==> config.mk <==
export PLATFORM = sky130hd
export DESIGN_NAME = switch_encoder_flat
export DESIGN_NICKNAME = d
export VERILOG_FILES = /design/src/rtl/switch_encoder_if.sv /design/src/rtl/switch_encoder.sv /design/src/flat_wrapper.sv
export SDC_FILE = /design/constraint.sdc
export NUM_CORES = 1
export LEC_CHECK = 0
export ABC_AREA = 0
export CORE_MARGIN = 2
export CORE_UTILIZATION = 53
export CTS_BUF_LIST = sky130_fd_sc_hd__clkbuf_4 sky130_fd_sc_hd__clkbuf_8 sky130_fd_sc_hd__clkbuf_16
export CTS_CLUSTER_DIAMETER = 80
export DETAILED_ROUTE_END_ITERATION = 12
export PLACE_DENSITY = 0.72
export SKIP_CTS_REPAIR_TIMING = 1
export SLEW_MARGIN = 10
export SYNTH_ARGS = -nofsm -noshare
export SYNTH_HDL_FRONTEND = slang
export SYNTH_SLANG_ARGS = --single-unit
==> constraint.sdc <==
create_clock -name i_Clk -period 4.8 [get_ports i_Clk]
set_input_delay 1.44 -clock i_Clk [delete_from_list [all_inputs] [get_ports i_Clk]]
set_output_delay 1.44 -clock i_Clk [all_outputs]
set_load 0.03 [all_outputs]
==> src/rtl/switch_encoder_if.sv <==
// Switch bank bus: raw switch levels in, encoded position and flags out.
// The encoder takes the slave side; whoever owns the switches and consumes
// the encoded result takes the master side.
interface switch_encoder_if;
  logic [0:15] i_Switch;
  logic [3:0]  o_Value;
  logic        o_Valid;
  logic        o_Multi;
  logic        o_Change;

  modport master (
    output i_Switch,
    input  o_Value,
    input  o_Valid,
    input  o_Multi,
    input  o_Change
  );

  modport slave (
    input  i_Switch,
    output o_Value,
    output o_Valid,
    output o_Multi,
    output o_Change
  );
endinterface

==> src/rtl/switch_encoder.sv <==
// 16-position switch bank encoder: two-flop synchroniser, debounce FSM and a
// priority encoder whose result is registered only when a debounced vector is
// accepted. o_Change pulses for one cycle when {o_Valid, o_Value} moves.
module switch_encoder #(
  parameter int unsigned DEBOUNCE_CYCLES = 1000000,
  parameter int unsigned CNT_WIDTH       = 20
) (
  input  logic             i_Clk,
  input  logic             i_Rst_n,
  switch_encoder_if.slave  bus
);

  typedef enum logic [0:0] {
    S_STABLE = 1'b0,
    S_SETTLE = 1'b1
  } state_t;

  localparam logic [CNT_WIDTH-1:0] CNT_LAST = CNT_WIDTH'(DEBOUNCE_CYCLES - 1);

  // Index of the highest-numbered set bit; 0 for an empty vector.
  function automatic logic [3:0] f_hi_index(input logic [0:15] vec);
    logic [3:0] idx;
    idx = 4'd0;
    for (int i = 0; i < 16; i++) begin
      if (vec[i]) begin
        idx = 4'(i);
      end
    end
    return idx;
  endfunction

  // True when two or more bits of the vector are set.
  function automatic logic f_multi(input logic [0:15] vec);
    logic [4:0] cnt;
    cnt = 5'd0;
    for (int i = 0; i < 16; i++) begin
      cnt = cnt + {4'd0, vec[i]};
    end
    return (cnt >= 5'd2);
  endfunction

  logic [0:15]          sync1_q;
  logic [0:15]          sync2_q;
  logic [0:15]          cand_q;
  logic [0:15]          stable_q;
  logic [CNT_WIDTH-1:0] cnt_q;
  state_t               state_q;
  logic [3:0]           value_q;
  logic                 valid_q;
  logic                 multi_q;
  logic                 change_q;

  logic [3:0]           value_d;
  logic                 valid_d;
  logic                 multi_d;

  // Encode the candidate so the result is ready to register at the accept edge.
  always_comb begin
    value_d = f_hi_index(cand_q);
    valid_d = |cand_q;
    multi_d = f_multi(cand_q);
  end

  // Synchroniser, debounce FSM and registered encoder outputs.
  always_ff @(posedge i_Clk) begin
    if (!i_Rst_n) begin
      sync1_q  <= 16'h0000;
      sync2_q  <= 16'h0000;
      cand_q   <= 16'h0000;
      stable_q <= 16'h0000;
      cnt_q    <= '0;
      state_q  <= S_STABLE;
      value_q  <= 4'd0;
      valid_q  <= 1'b0;
      multi_q  <= 1'b0;
      change_q <= 1'b0;
    end else begin
      sync1_q  <= bus.i_Switch;
      sync2_q  <= sync1_q;
      change_q <= 1'b0;
      case (state_q)
        S_STABLE: begin
          if (sync2_q != stable_q) begin
            cand_q  <= sync2_q;
            cnt_q   <= '0;
            state_q <= S_SETTLE;
          end else begin
            cnt_q   <= '0;
          end
        end
        S_SETTLE: begin
          if (sync2_q != cand_q) begin
            // Bounce: restart the settle window on the new level.
            cand_q <= sync2_q;
            cnt_q  <= '0;
          end else if (cnt_q == CNT_LAST) begin
            stable_q <= cand_q;
            value_q  <= value_d;
            valid_q  <= valid_d;
            multi_q  <= multi_d;
            // Only the position/valid pair drives the strobe; o_Multi alone does not.
            change_q <= ({valid_d, value_d} != {valid_q, value_q});
            state_q  <= S_STABLE;
          end else begin
            cnt_q <= cnt_q + CNT_WIDTH'(1);
          end
        end
        default: begin
          state_q <= S_STABLE;
          cnt_q   <= '0;
        end
      endcase
    end
  end

  assign bus.o_Value  = value_q;
  assign bus.o_Valid  = valid_q;
  assign bus.o_Multi  = multi_q;
  assign bus.o_Change = change_q;

endmodule

==> src/flat_wrapper.sv <==
// flat-port wrapper written by rule: the top's interface ports become plain ports
module switch_encoder_flat 
#(
  parameter int unsigned DEBOUNCE_CYCLES = 1000000,
  parameter int unsigned CNT_WIDTH       = 20
)
  (i_Clk, i_Rst_n, bus_i_Switch, bus_o_Value, bus_o_Valid, bus_o_Multi, bus_o_Change);
  switch_encoder_if bus_i ();
  input  logic i_Clk;
  input  logic i_Rst_n;
  input wire logic [$bits(bus_i.i_Switch)-1:0] bus_i_Switch;
  output wire logic [$bits(bus_i.o_Value)-1:0] bus_o_Value;
  output wire logic [$bits(bus_i.o_Valid)-1:0] bus_o_Valid;
  output wire logic [$bits(bus_i.o_Multi)-1:0] bus_o_Multi;
  output wire logic [$bits(bus_i.o_Change)-1:0] bus_o_Change;
  assign bus_i.i_Switch = bus_i_Switch;
  assign bus_o_Value = bus_i.o_Value;
  assign bus_o_Valid = bus_i.o_Valid;
  assign bus_o_Multi = bus_i.o_Multi;
  assign bus_o_Change = bus_i.o_Change;
  switch_encoder #(.DEBOUNCE_CYCLES(DEBOUNCE_CYCLES), .CNT_WIDTH(CNT_WIDTH)) u_core (.i_Clk(i_Clk), .i_Rst_n(i_Rst_n), .bus(bus_i));
endmodule
==> summary.md, run 1 <==
| Metric | Value |
|---|---|
| FP Rows | `32` |
| R2r setup slk | `0.75 ns` |
| Leading post-synthesis cells by cell area | `dfxtp_1, mux2i_1, xor2_1, and2_1, fa_1` |
| HP Start | `u_core.sync1_q[15]` |
| Initial drt markers | `126` |
| Maximum clock frequency | `246.9 MHz` |
| Slew HR | `33.82%` |
| Layout Skew | `0.01148 ns` |
| Area leader, netlist | `dfxtp_1` |
| Metal2 WL | `3699 microns` |
| H-tree Lvls | `3` |
| CP Launch Point | `u_core.cand_q[1]` |
| Synth Area in XOR/XNOR | `11.08%` |
| PwrDens | `303.4 nW/um^2` |
| Initial antenna violation count | `0` |
| HPWL Detailed | `5603 microns` |
| VDD IR-drop max | `0.1792 mV` |
| Critical path endpoint category | `flip-flop` |
| Clk pin slew, worst setup/hold paths | `0.09 ns` |
| Detail Route met3 WL | `293 microns` |
| Number of synthesized register bits | `92` |
| RSZ-0062 raised after global routing | `no` |
| Area share of and/or/nand/nor cells after synthesis | `21.51%` |
| Final TNS setup | `0 ns` |
| Synth Net Count | `482` |
| Gr ovfl total | `0` |
| Synth warn | `0` |
| Port bufs | `24` |
| Area grow syn2layout | `10.40%` |
| Final setup fails | `0` |
| Most common cell in the netlist | `dfxtp_1` |
| Worst-Margin Slew | `0.9927 ns` |
| IO Count | `25` |
| Routed len/inst | `13.90 microns` |
| Chip width | `93.76 microns` |
| Post-synth top cells | `dfxtp_1, nand2_1, mux2i_1` |
| Critical Path AT | `4.31 ns` |
| Sequential fraction of the synthesis area | `43.13%` |
| DR top layer | `met4` |
| Mean Syn Cell Area | `9.575 sq um` |
| Number of remaining DRC errors | `0` |
| Outcome | `complete, no violations` |
| Leak | `1.923 nW` |
| Final Routed Wirelength | `7893 microns` |
| Hold Violations, Final | `0` |
| Combinational family with the most area after synthesis | `simple AND/OR/NAND/NOR gates` |
| Die Span Y | `93.76 microns` |
| Multiplexer area fraction after synthesis | `8.204%` |
| Total Nets Final | `497` |
| Asr flop ratio synth | `0%` |
| Reg2reg start | `u_core.cand_q[1]` |
| Ys flop type | `dfxtp_1` |
| Gpl congestion | `0.8162` |
| WL met1 | `3724 microns` |
| Via density | `5.171` |
| Crit share post-route | `84.37%` |
| Largest net degree at the start of global routing | `88` |
| Critical Path Start Type | `flip-flop` |
| Worst setup path class | `flip-flop to flip-flop` |
| Worst R2R Path Depth | `15` |
| Initial core utilization | `54.98%` |
| Compound-cell area share of the yosys netlist | `3.750%` |
| Post-synthesis cell type count | `41` |
| Gr usage total | `19.35%` |
| Cell count of the worst hold path | `1` |
| Synth Cell Area | `4270 sq um` |
| Global-route wire length before repair | `13250 microns` |
| CTS root buf | `clkbuf_8` |
| Clk sink count | `92` |
| Req. time, crit path | `5.06 ns` |
| Post-Synth Adder-Cell Area | `7.032%` |
| Vias in the first global route | `2873` |
| Placed cell count | `552` |
| Diodes inserted | `0` |
| Hold WC Path Type | `flip-flop to flip-flop` |
| Layout cells sized above 1 | `4.721%` |
| Period minus WS final | `4.050 ns` |
| Post-synth EDFFs | `0` |
| CTS tree | `done` |
| Routed vias | `2937` |
| Syn Inst Count | `446` |
| Crit path max fanout | `6` |
| Final Non-Filler Cells | `568` |
| DRT Pass-1 Iters | `4` |
| Final ANT Viol Nets | `0` |
| Cts bufs inserted | `9` |
| Area share of the largest cell type after synthesis | `43.13%` |
| Core area | `7767 sq um` |
| Die ar. | `8791 sq um` |
| Clk Latency, worst-skew pair | `0.36 ns` |
| Worst Hold End | `u_core.sync2_q[15]` |
| Reg-to-Reg End | `u_core.bus.o_Multi` |
| Hold Slack | `0.4353 ns` |
| Longest Clk Path Bufs | `2` |
| Pins Over Slew Limit | `0` |
| Max-capacitance violation count | `0` |
-- worst max-delay path by stage --
stage                    endpoint  cells past startpoint  slack, ns
3_3_place_gp   u_core.bus.o_Multi                     15       0.89
6_report       u_core.bus.o_Multi                     15       0.75
3_5_place_dp   u_core.bus.o_Multi                     15       0.76
2_1_floorplan  u_core.bus.o_Multi                     13       1.01
4_1_cts        u_core.bus.o_Multi                     15       0.74
5_1_grt        u_core.bus.o_Multi                     15       0.53
-- cell families (layout without fill, tap and decap cells) --
kind of cell,after synthesis,in the layout
xor+xnor,54,54
compound gates,22,22
simple gates,177,177
flops,92,92
fa+ha+maj,18,18
buf+inv,48,68
mux,35,35
-- placed cells by master (no fill, tap or decap), drive strengths merged, types with 10 or more instances in the layout --
cell type,synthesis,routed
and2,33,33
clkbuf,15,11
clkdlybuf4s50,0,23
dfxtp,92,92
fa,10,10
inv,26,28
mux2i,35,35
nand2,44,44
nand3,12,12
nor2,30,30
nor2b,19,19
xnor2,22,22
xor2,32,32
-- power breakdown --
group          switching [W]  total [W]  internal (W)
registers          0.0000180   0.000799      0.000781
clock network       0.000283   0.000497      0.000215
logic              0.0000695   0.000134     0.0000649
-- state kept, by name, indices dropped and copies added (netlist names) --
| name | flops |
|---|---|
| u_core.bus.o_Multi | 1 |
| u_core.sync1_q | 16 |
| u_core.bus.o_Change | 1 |
| u_core.stable_q | 16 |
| u_core.sync2_q | 16 |
| u_core.cnt_q | 20 |
| u_core.state_q | 1 |
| u_core.bus.o_Value | 4 |
| u_core.bus.o_Valid | 1 |
| u_core.cand_q | 16 |
-- cell type report --
cell class / count / area, sq um
clock buffer: 11 / 145.1
clock inverter: 5 / 43.79
fill: 676 / 3053
inverter: 26 / 97.59
multi-input combinational: 306 / 2208
sequential: 92 / 1842
tap: 102 / 127.6
timing repair buffer: 26 / 250.2
-- metrics by stage --
step | power [W] | worst slack, ns | area, sq um | util, %
floorplan | 0.0009100 | 1.010 | 4270 | -
global placement | 0.0009447 | 0.8854 | 4526 | 58.26
detailed placement | 0.0009504 | 0.7642 | 4526 | 58.26
CTS | 0.001444 | 0.7368 | 4715 | 60.70
global route | 0.001489 | 0.5331 | 4715 | 60.70
finish | 0.001430 | 0.7503 | 4715 | 60.70
-- routing by layer --
metal	up-vias	global-route usage [%]
met3	15	2.809
met4	0	8.454
met2	53	31.85
li1	1489	-
met5	-	0
met1	1380	25.28
-- worst max-delay path: stages (launching register included) --
cell and delay [ns]:
dfxtp_1 0.44, inv_1 0.07, ha_1 0.29, inv_1 0.07
fa_1 0.44, fa_1 0.54, fa_1 0.44, fa_1 0.49
inv_1 0.05, fa_1 0.39, inv_1 0.10, fa_1 0.17
inv_1 0.05, o21ai_0 0.13, nand4_1 0.11, o211a_1 0.17
No activity file was read; power rests on OpenSTA's default activity.
==> inputs of run 2 (changes only) <==
--- a/config.mk
+++ b/config.mk
@@ -11,7 +11,7 @@
 export CTS_BUF_LIST = sky130_fd_sc_hd__clkbuf_4 sky130_fd_sc_hd__clkbuf_8 sky130_fd_sc_hd__clkbuf_16
 export CTS_CLUSTER_DIAMETER = 80
 export DETAILED_ROUTE_END_ITERATION = 12
-export PLACE_DENSITY = 0.72
+export PLACE_DENSITY = 0.75
 export SKIP_CTS_REPAIR_TIMING = 1
 export SLEW_MARGIN = 10
 export SYNTH_ARGS = -nofsm -noshare
==> constraint.sdc (replaced) <==
create_clock -name i_Clk -period 3.3 [get_ports i_Clk]
set_input_delay 0.99 -clock i_Clk [delete_from_list [all_inputs] [get_ports i_Clk]]
set_output_delay 0.99 -clock i_Clk [all_outputs]
set_load 0.03 [all_outputs]
==> run 2 against run 1 <==
  * The flow now finishes with violations (negative setup slack)
  * Maximum frequency increased by 8.2%
  * Worst hold slack better by 0.0013 ns
  * Clock power increased by 54%
  * Clock-buffer cell count shrank 2
  * Flip-flop and latch count stayed put
  * Setup slack worse by 1.2 ns
  * Via count grew 0.68%
  * Register-to-register slack worse by 1.2 ns
==> summary.md, run 2 (synthesis gave the netlist of run 1 again) <==
| Metric | Value |
|---|---|
| IO Count | `25 (unchanged)` |
| Critical Path Start Type | `flip-flop` |
| Gpl congestion | `0.7856 (-3.7%)` |
| Core area | `7767 sq um (unchanged)` |
| Global-route wire length before repair | `13380 microns (+0.99%)` |
| Cts bufs inserted | `9 (unchanged)` |
| FP Rows | `32 (unchanged)` |
| Chip width | `93.76 microns (unchanged)` |
| Layout Skew | `0.008459 ns (-0.003017 ns)` |
| Clk Latency, worst-skew pair | `0.36 ns (about the same)` |
| Pins Over Slew Limit | `0 (unchanged)` |
| Via density | `5.090 (-1.6%)` |
| Critical Path AT | `4.00 ns (-0.31 ns)` |
| Total chip power | `0.002128 W (+49%)` |
| Initial drt markers | `161 (+28%)` |
| Hold Slack | `0.4367 ns (+0.001333 ns)` |
| WP depth | `16 (+1)` |
| Final setup fails | `1 (+1)` |
| Final ANT Viol Nets | `0 (unchanged)` |
| Hold WC Path Type | `flip-flop to flip-flop` |
| Worst setup path class | `flip-flop to flip-flop` |
| Gr ovfl total | `0 (unchanged)` |
| Port bufs | `24 (unchanged)` |
| Setup WS post-layout | `-0.4438 ns (-1.194 ns)` |
| HPWL Detailed | `5729 microns (+2.2%)` |
| Routed vias | `2957 (+0.68%)` |
| Crit-path slowest cell | `fa_1` |
| CTS root buf | `clkbuf_8` |
| Leak | `2.004 nW (+4.2%)` |
| Req. time, crit path | `3.56 ns (-1.50 ns)` |
| Clk pin slew, worst setup/hold paths | `0.09 ns (about the same)` |
| CTS tree | `done` |
| Period minus WS final | `3.744 ns (-0.3059 ns)` |
| Gr usage total | `19.58% (+0.23 points)` |
| Crit share post-route | `113.4% (+29 points)` |
| Reg2reg start | `u_core.cand_q[0]` |
| Initial antenna violation count | `0 (unchanged)` |
| Commonest non-fill, non-tap cell in the layout | `dfxtp_1` |
| Clk sink count | `92 (unchanged)` |
| CP Capture Point | `u_core.bus.o_Multi` |
| Gr busiest metal | `met2` |
| Number of remaining DRC errors | `0 (unchanged)` |
| Layout cells sized above 1 | `9.812% (+5.1 points)` |
| DRT Pass-1 Iters | `4 (unchanged)` |
| Outcome | `finished with violations` |
| Worst R2R Path Depth | `16 (+1)` |
| H-tree Lvls | `3 (unchanged)` |
| Worst-Margin Slew | `0.9361 ns (-0.05669 ns)` |
| Number of flip-flops in the largest register | `20 (unchanged)` |
| RSZ-0062 raised after global routing | `yes` |
| Reg-to-Reg End | `u_core.bus.o_Multi` |
| Maximum clock frequency | `267.1 MHz (+8.2%)` |
| PwrDens | `438.6 nW/um^2 (+45%)` |
| Crit path max-delay family | `adder cells` |
| CP bufs+invs | `5 (unchanged)` |
| Worst-path cell chain | `inv_2, ha_4, inv_2, fa_1, fa_1, fa_1, fa_1, inv_1, fa_2, inv_2, fa_2, inv_2, nand3_2, o21ai_2, nand4_1, o211a_1` |
| Final Routed Wirelength | `7908 microns (+0.19%)` |
| Largest net degree at the start of global routing | `88 (unchanged)` |
| Die ar. | `8791 sq um (unchanged)` |
| HP Start | `u_core.sync1_q[2]` |
| Commonest cells after routing, fill and taps aside | `dfxtp_1, nand2_1, mux2i_1` |
| Max-capacitance violation count | `0 (unchanged)` |
| GRT met2 Usage | `30.54% (-1.3 points)` |
| Hold Violations, Final | `0 (unchanged)` |
| Failing checks | `negative setup slack` |
| Die Span Y | `93.76 microns (unchanged)` |
| Initial core utilization | `54.98% (unchanged)` |
| Slew HR | `37.60% (+3.8 points)` |
| Diodes inserted | `0 (unchanged)` |
| Routed len/inst | `13.61 microns (-2.1%)` |
| Total Nets Final | `510 (+2.6%)` |
| Longest Clk Path Bufs | `2 (unchanged)` |
| Grt met1 use | `26.76% (+1.5 points)` |
| VDD IR-drop max | `0.2266 mV (+26%)` |
| Critical path endpoint category | `flip-flop` |
| Final TNS setup | `-0.4438 ns (-0.4438 ns)` |
| Biggest register | `u_core.cnt_q` |
| Slowest Stage Delay on Critical Path | `0.51 ns (-0.03 ns)` |
| Crit path max fanout | `2 (-4)` |
| CP Launch Point | `u_core.cand_q[0]` |
| Area grow syn2layout | `13.60%` |
| Vias in the first global route | `2859 (-0.49%)` |
| GR Util met3 | `4.735% (+1.9 points)` |
| R2r setup slk | `-0.44 ns (-1.19 ns)` |
-- run 2: changes by cell type in the layout (fill, tap and decap cells not counted), moves of 2 or more --
cell	previous run	this run
dfxtp_2	0	2
buf_4	2	15
clkinvlp_4	2	0
clkinv_2	0	2
dfxtp_1	92	90
fa_2	0	2
fa_1	10	8
clkinv_4	1	3
inv_2	0	5
inv_1	26	21
-- run 2: how the worst min path moves through the flow --
stage / depth (start not counted) / slack, ns / end
after floorplan: 1 / 0.41 / u_core.sync2_q[0]
after global placement: 1 / 0.41 / u_core.sync2_q[3]
after detailed placement: 1 / 0.42 / u_core.sync2_q[2]
after CTS: 1 / 0.44 / u_core.sync2_q[2]
after global routing: 1 / 0.45 / u_core.sync2_q[2]
final: 1 / 0.44 / u_core.sync2_q[2]
-- run 2: where the power goes --
group	internal (W)	leakage [nW]	switching, W
clock	0.000354	0.104	0.000409
sequential	0.00114	0.750	0.0000203
combinational	0.000102	1.15	0.000107
total	0.00159	2.00	0.000536
-- run 2: area by class of cell --
class	instances	area (sq um)
fill	661	2917
multi-input combinational	306	2235
sequential	92	1844
timing repair buffer	39	347.8
tap	102	127.6
clock buffer	9	123.9
inverter	26	97.59
clock inverter	7	75.07
-- run 2: per-layer routing --
layer | vias to the layer above | part of all wire, %
met5 | - | 0
li1 | 1510 | -
met3 | 11 | 3.7
met4 | 0 | 1.6
met2 | 49 | 45
met1 | 1387 | 49
-- run 2: metrics by stage --
stage	setup slack [ns]	utilization, %	std cells	area [sq um]
floorplan	-0.3810	-	446	4274
global placement	-0.3679	59.55	565	4626
detailed placement	-0.5468	59.55	565	4626
CTS	-0.5602	62.11	581	4825
global route	-0.5853	62.45	581	4851
finish	-0.4438	62.45	581	4851
==> inputs of run 3 (changes only) <==
--- a/config.mk
+++ b/config.mk
@@ -5,13 +5,14 @@
 export SDC_FILE = /design/constraint.sdc
 export NUM_CORES = 1
 export LEC_CHECK = 0
-export ABC_AREA = 0
-export CORE_MARGIN = 2
+export ABC_AREA = 1
+export CORE_MARGIN = 8
 export CORE_UTILIZATION = 53
 export CTS_BUF_LIST = sky130_fd_sc_hd__clkbuf_4 sky130_fd_sc_hd__clkbuf_8 sky130_fd_sc_hd__clkbuf_16
 export CTS_CLUSTER_DIAMETER = 80
 export DETAILED_ROUTE_END_ITERATION = 12
 export PLACE_DENSITY = 0.75
+export REMOVE_ABC_BUFFERS = 1
 export SKIP_CTS_REPAIR_TIMING = 1
 export SLEW_MARGIN = 10
 export SYNTH_ARGS = -nofsm -noshare
==> run 3 against run 2 <==
  * The flow still finishes with violations (negative setup slack)
  * Cell area up 3.4%
  * Clock-buffer cell count up 1
  * Critical path depth down 2
  * Cell count up 24%
  * First-iteration DRC count up 3.1%
  * Wire length up 15%
  * Combinational power rose to 2.9 times the previous value
  * Core utilization down 0.15 points
==> summary.md, run 3 <==
| Metric | Value |
|---|---|
| Req. time, crit path | `3.59 ns (+0.03 ns)` |
| FP Rows | `33 (+3.1%)` |
| Biggest register | `u_core.cnt_q` |
| Placed cell count | `703 (+24%)` |
| Core area | `8051 sq um (+3.7%)` |
| DP Area | `4773 sq um (+3.2%)` |
| Vias in the first global route | `3490 (+22%)` |
| Area share of the largest cell type after synthesis | `42.64% (-0.49 points)` |
| Area leader, netlist | `dfxtp_1` |
| Hold Violations, Final | `0 (unchanged)` |
| Largest net degree at the start of global routing | `43 (-51%)` |
| Diodes inserted | `0 (unchanged)` |
| Gr usage total | `16.60% (-3.0 points)` |
| Commonest cells after routing, fill and taps aside | `nand2_1, dfxtp_1, inv_1` |
| Final Non-Filler Cells | `718 (+24%)` |
| Mean Syn Cell Area | `7.604 sq um (-21%)` |
| Detail Route met3 WL | `276 microns (-4.8%)` |
| Maximum clock frequency | `262.4 MHz (-1.8%)` |
| Clk sink count | `92 (unchanged)` |
| Worst-Margin Slew | `0.4104 ns (-0.5257 ns)` |
| WL met1 | `4189 microns (+7.1%)` |
| CTS root buf | `clkbuf_8` |
| Chip width | `106.3 microns (+13%)` |
| Hold Slack | `0.4154 ns (-0.02131 ns)` |
| DRT Pass-1 Iters | `4 (unchanged)` |
| Routed vias | `3594 (+22%)` |
| Crit-path slowest cell | `fa_1` |
| Most common cell in the netlist | `nand2_1` |
| Worst setup path class | `flip-flop to flip-flop` |
| Clk Latency, worst-skew pair | `0.36 ns (about the same)` |
| Setup WS post-layout | `-0.5106 ns (-0.06682 ns)` |
| Number of synthesized register bits | `92 (unchanged)` |
| CP bufs+invs | `4 (-1)` |
| Initial antenna violation count | `0 (unchanged)` |
| Area grow syn2layout | `16.14%` |
| Die Span Y | `106.3 microns (+13%)` |
| H-tree Lvls | `3 (unchanged)` |
| Synth Cell Area | `4319 sq um (+1.1%)` |
| Initial core utilization | `53.64% (-1.3 points)` |
| Hold WC Path Type | `flip-flop to flip-flop` |
| Gr ovfl total | `0 (unchanged)` |
| Final ANT Viol Nets | `0 (unchanged)` |
| Layout Skew | `0.01369 ns (+0.005226 ns)` |
| Crit path max-delay family | `adder cells` |
| Total Nets Final | `645 (+26%)` |
| Slew HR | `72.58% (+35 points)` |
| Via density | `5.006 (-1.6%)` |
| Max-capacitance violation count | `0 (unchanged)` |
| Ys flop type | `dfxtp_1` |
| Power share of the clock group | `31.8% (-4.1 points)` |
| P_int | `0.001861 W (+17%)` |
| NetSw | `0.0007714 W (+44%)` |
| Sequential fraction of the synthesis area | `42.64% (-0.49 points)` |
| Critical path endpoint category | `flip-flop` |
| Outcome | `finished with violations` |
| Longest Clk Path Bufs | `2 (unchanged)` |
| CTS tree | `done` |
| Failing checks | `negative setup slack` |
| Leading post-synthesis cells by cell area | `dfxtp_1, nand2_1, inv_1, nor2_1, fa_1` |
| Critical Path Start Type | `flip-flop` |
| Number of flip-flops in the largest register | `20 (unchanged)` |
| PwrDens | `524.9 nW/um^2 (+20%)` |
| DR top layer | `met4` |
| Gpl congestion | `0.9228 (+17%)` |
| Sequential Power Share | `45.3% (-9.0 points)` |
| Worst-path cell chain | `inv_2, ha_4, inv_2, fa_1, fa_1, fa_1, fa_1, inv_2, fa_2, inv_2, fa_2, o211ai_1, a21oi_1, a21oi_1` |
| Syn Inst Count | `568 (+27%)` |
| Final Routed Wirelength | `9098 microns (+15%)` |
| Final setup fails | `1 (unchanged)` |
| Critical Path AT | `4.10 ns (+0.10 ns)` |
| Period minus WS final | `3.811 ns (+0.06682 ns)` |
| Post-synthesis cell type count | `38 (-7.3%)` |
| Final TNS setup | `-0.5106 ns (-0.06682 ns)` |
| Sw Ratio | `29.30% (+4.1 points)` |
| Number of remaining DRC errors | `0 (unchanged)` |
| RSZ-0062 raised after global routing | `yes` |
| Post-synth EDFFs | `0 (unchanged)` |
| Crit share post-route | `115.5% (+2.0 points)` |
| Synth warn | `0 (unchanged)` |
| Cts bufs inserted | `9 (unchanged)` |
| IO Count | `25 (unchanged)` |
| Clk pin slew, worst setup/hold paths | `0.08 ns (about the same)` |
| Die ar. | `11290 sq um (+28%)` |
| Global-route wire length before repair | `15460 microns (+16%)` |
| Combinational group share of total power | `22.9% (+13 points)` |
| Initial drt markers | `166 (+3.1%)` |
| Pins Over Slew Limit | `0 (unchanged)` |
| Slowest Stage Delay on Critical Path | `0.50 ns (about the same)` |
| Commonest non-fill, non-tap cell in the layout | `nand2_1` |
| Post-synth top cells | `nand2_1, dfxtp_1, inv_1` |
| Pre-CTS setup slack | `-0.6341 ns (-0.08734 ns)` |
| Final instance area | `5016 sq um (+3.4%)` |
| VDD IR-drop max | `0.3046 mV (+34%)` |
| Metal2 WL | `4413 microns (+23%)` |
| HPWL Detailed | `6758 microns (+18%)` |
| Asr flop ratio synth | `0% (unchanged)` |
| Leak | `2.327 nW (+16%)` |
| Routed len/inst | `12.67 microns (-6.9%)` |
| Crit path max fanout | `2 (unchanged)` |
| Port bufs | `24 (unchanged)` |
| Layout cells sized above 1 | `12.56% (+2.7 points)` |
==> run 3: stage by stage <==
stage / utilization (%) / total power [W]
after CTS: 62.05 / 0.002630
after floorplan: - / 0.001608
after global placement: 59.29 / 0.001757
after detailed placement: 59.29 / 0.001783
final: 62.30 / 0.002633
after global routing: 62.30 / 0.002781
==> run 3: cell type report <==
| type | instances | area, sq um |
|---|---|---|
| flip-flops and latches | 92 | 1844 |
| fillers | 703 | 3035 |
| well taps | 105 | 131.4 |
| clock buffers | 10 | 137.6 |
| clock inverters | 5 | 85.08 |
| multi-input cells | 368 | 2076 |
| inverters | 93 | 349.1 |
| repair buffers | 45 | 392.9 |
==> run 3: power groups by stage <==
stage	logic (W)	registers, W	clock network (W)
2_1_floorplan	0.000396	0.00121	0
3_3_place_gp	0.000542	0.00121	0
3_5_place_dp	0.000566	0.00122	0
4_1_cts	0.000584	0.00119	0.000855
5_1_grt	0.000684	0.00120	0.000899
6_report	0.000604	0.00119	0.000836
==> run 3: kinds of logic after synthesis <==
| group | after synthesis | synth area share (%) |
|---|---|---|
| adder cells (fa/ha/maj) | 18 | 6.953 |
| buffers and inverters | 108 | 9.704 |
| XOR/XNOR | 26 | 5.272 |
| AND/OR/NAND/NOR | 263 | 27.43 |
| AO/OA/AOI/OAI | 61 | 7.996 |
| flip-flops | 92 | 42.64 |
==> run 3: worst paths after layout <==
| check | from | end | slack [ns] | cells past startpoint |
|---|---|---|---|---|
| setup / recovery | u_core.cand_q[1] | u_core.bus.o_Multi | -0.51 | 14 |
| setup reg to reg | u_core.cand_q[1] | u_core.bus.o_Multi | -0.51 | 14 |
| hold reg to reg | u_core.sync1_q[8] | u_core.sync2_q[8] | 0.42 | 2 |
| hold / removal | u_core.sync1_q[8] | u_core.sync2_q[8] | 0.42 | 2 |
==> run 3: metal layers <==
layer	up-vias	GRT usage, %
li1	1846	-
met3	20	3.206
met4	0	7.236
met2	64	28.37
met5	-	0
met1	1664	19.87
==> run 3: worst min-delay path, cell delays in order (launching register included) <==
cell and delay, ns:
dfxtp_1 0.31, nand2_1 0.04, inv_1 0.04
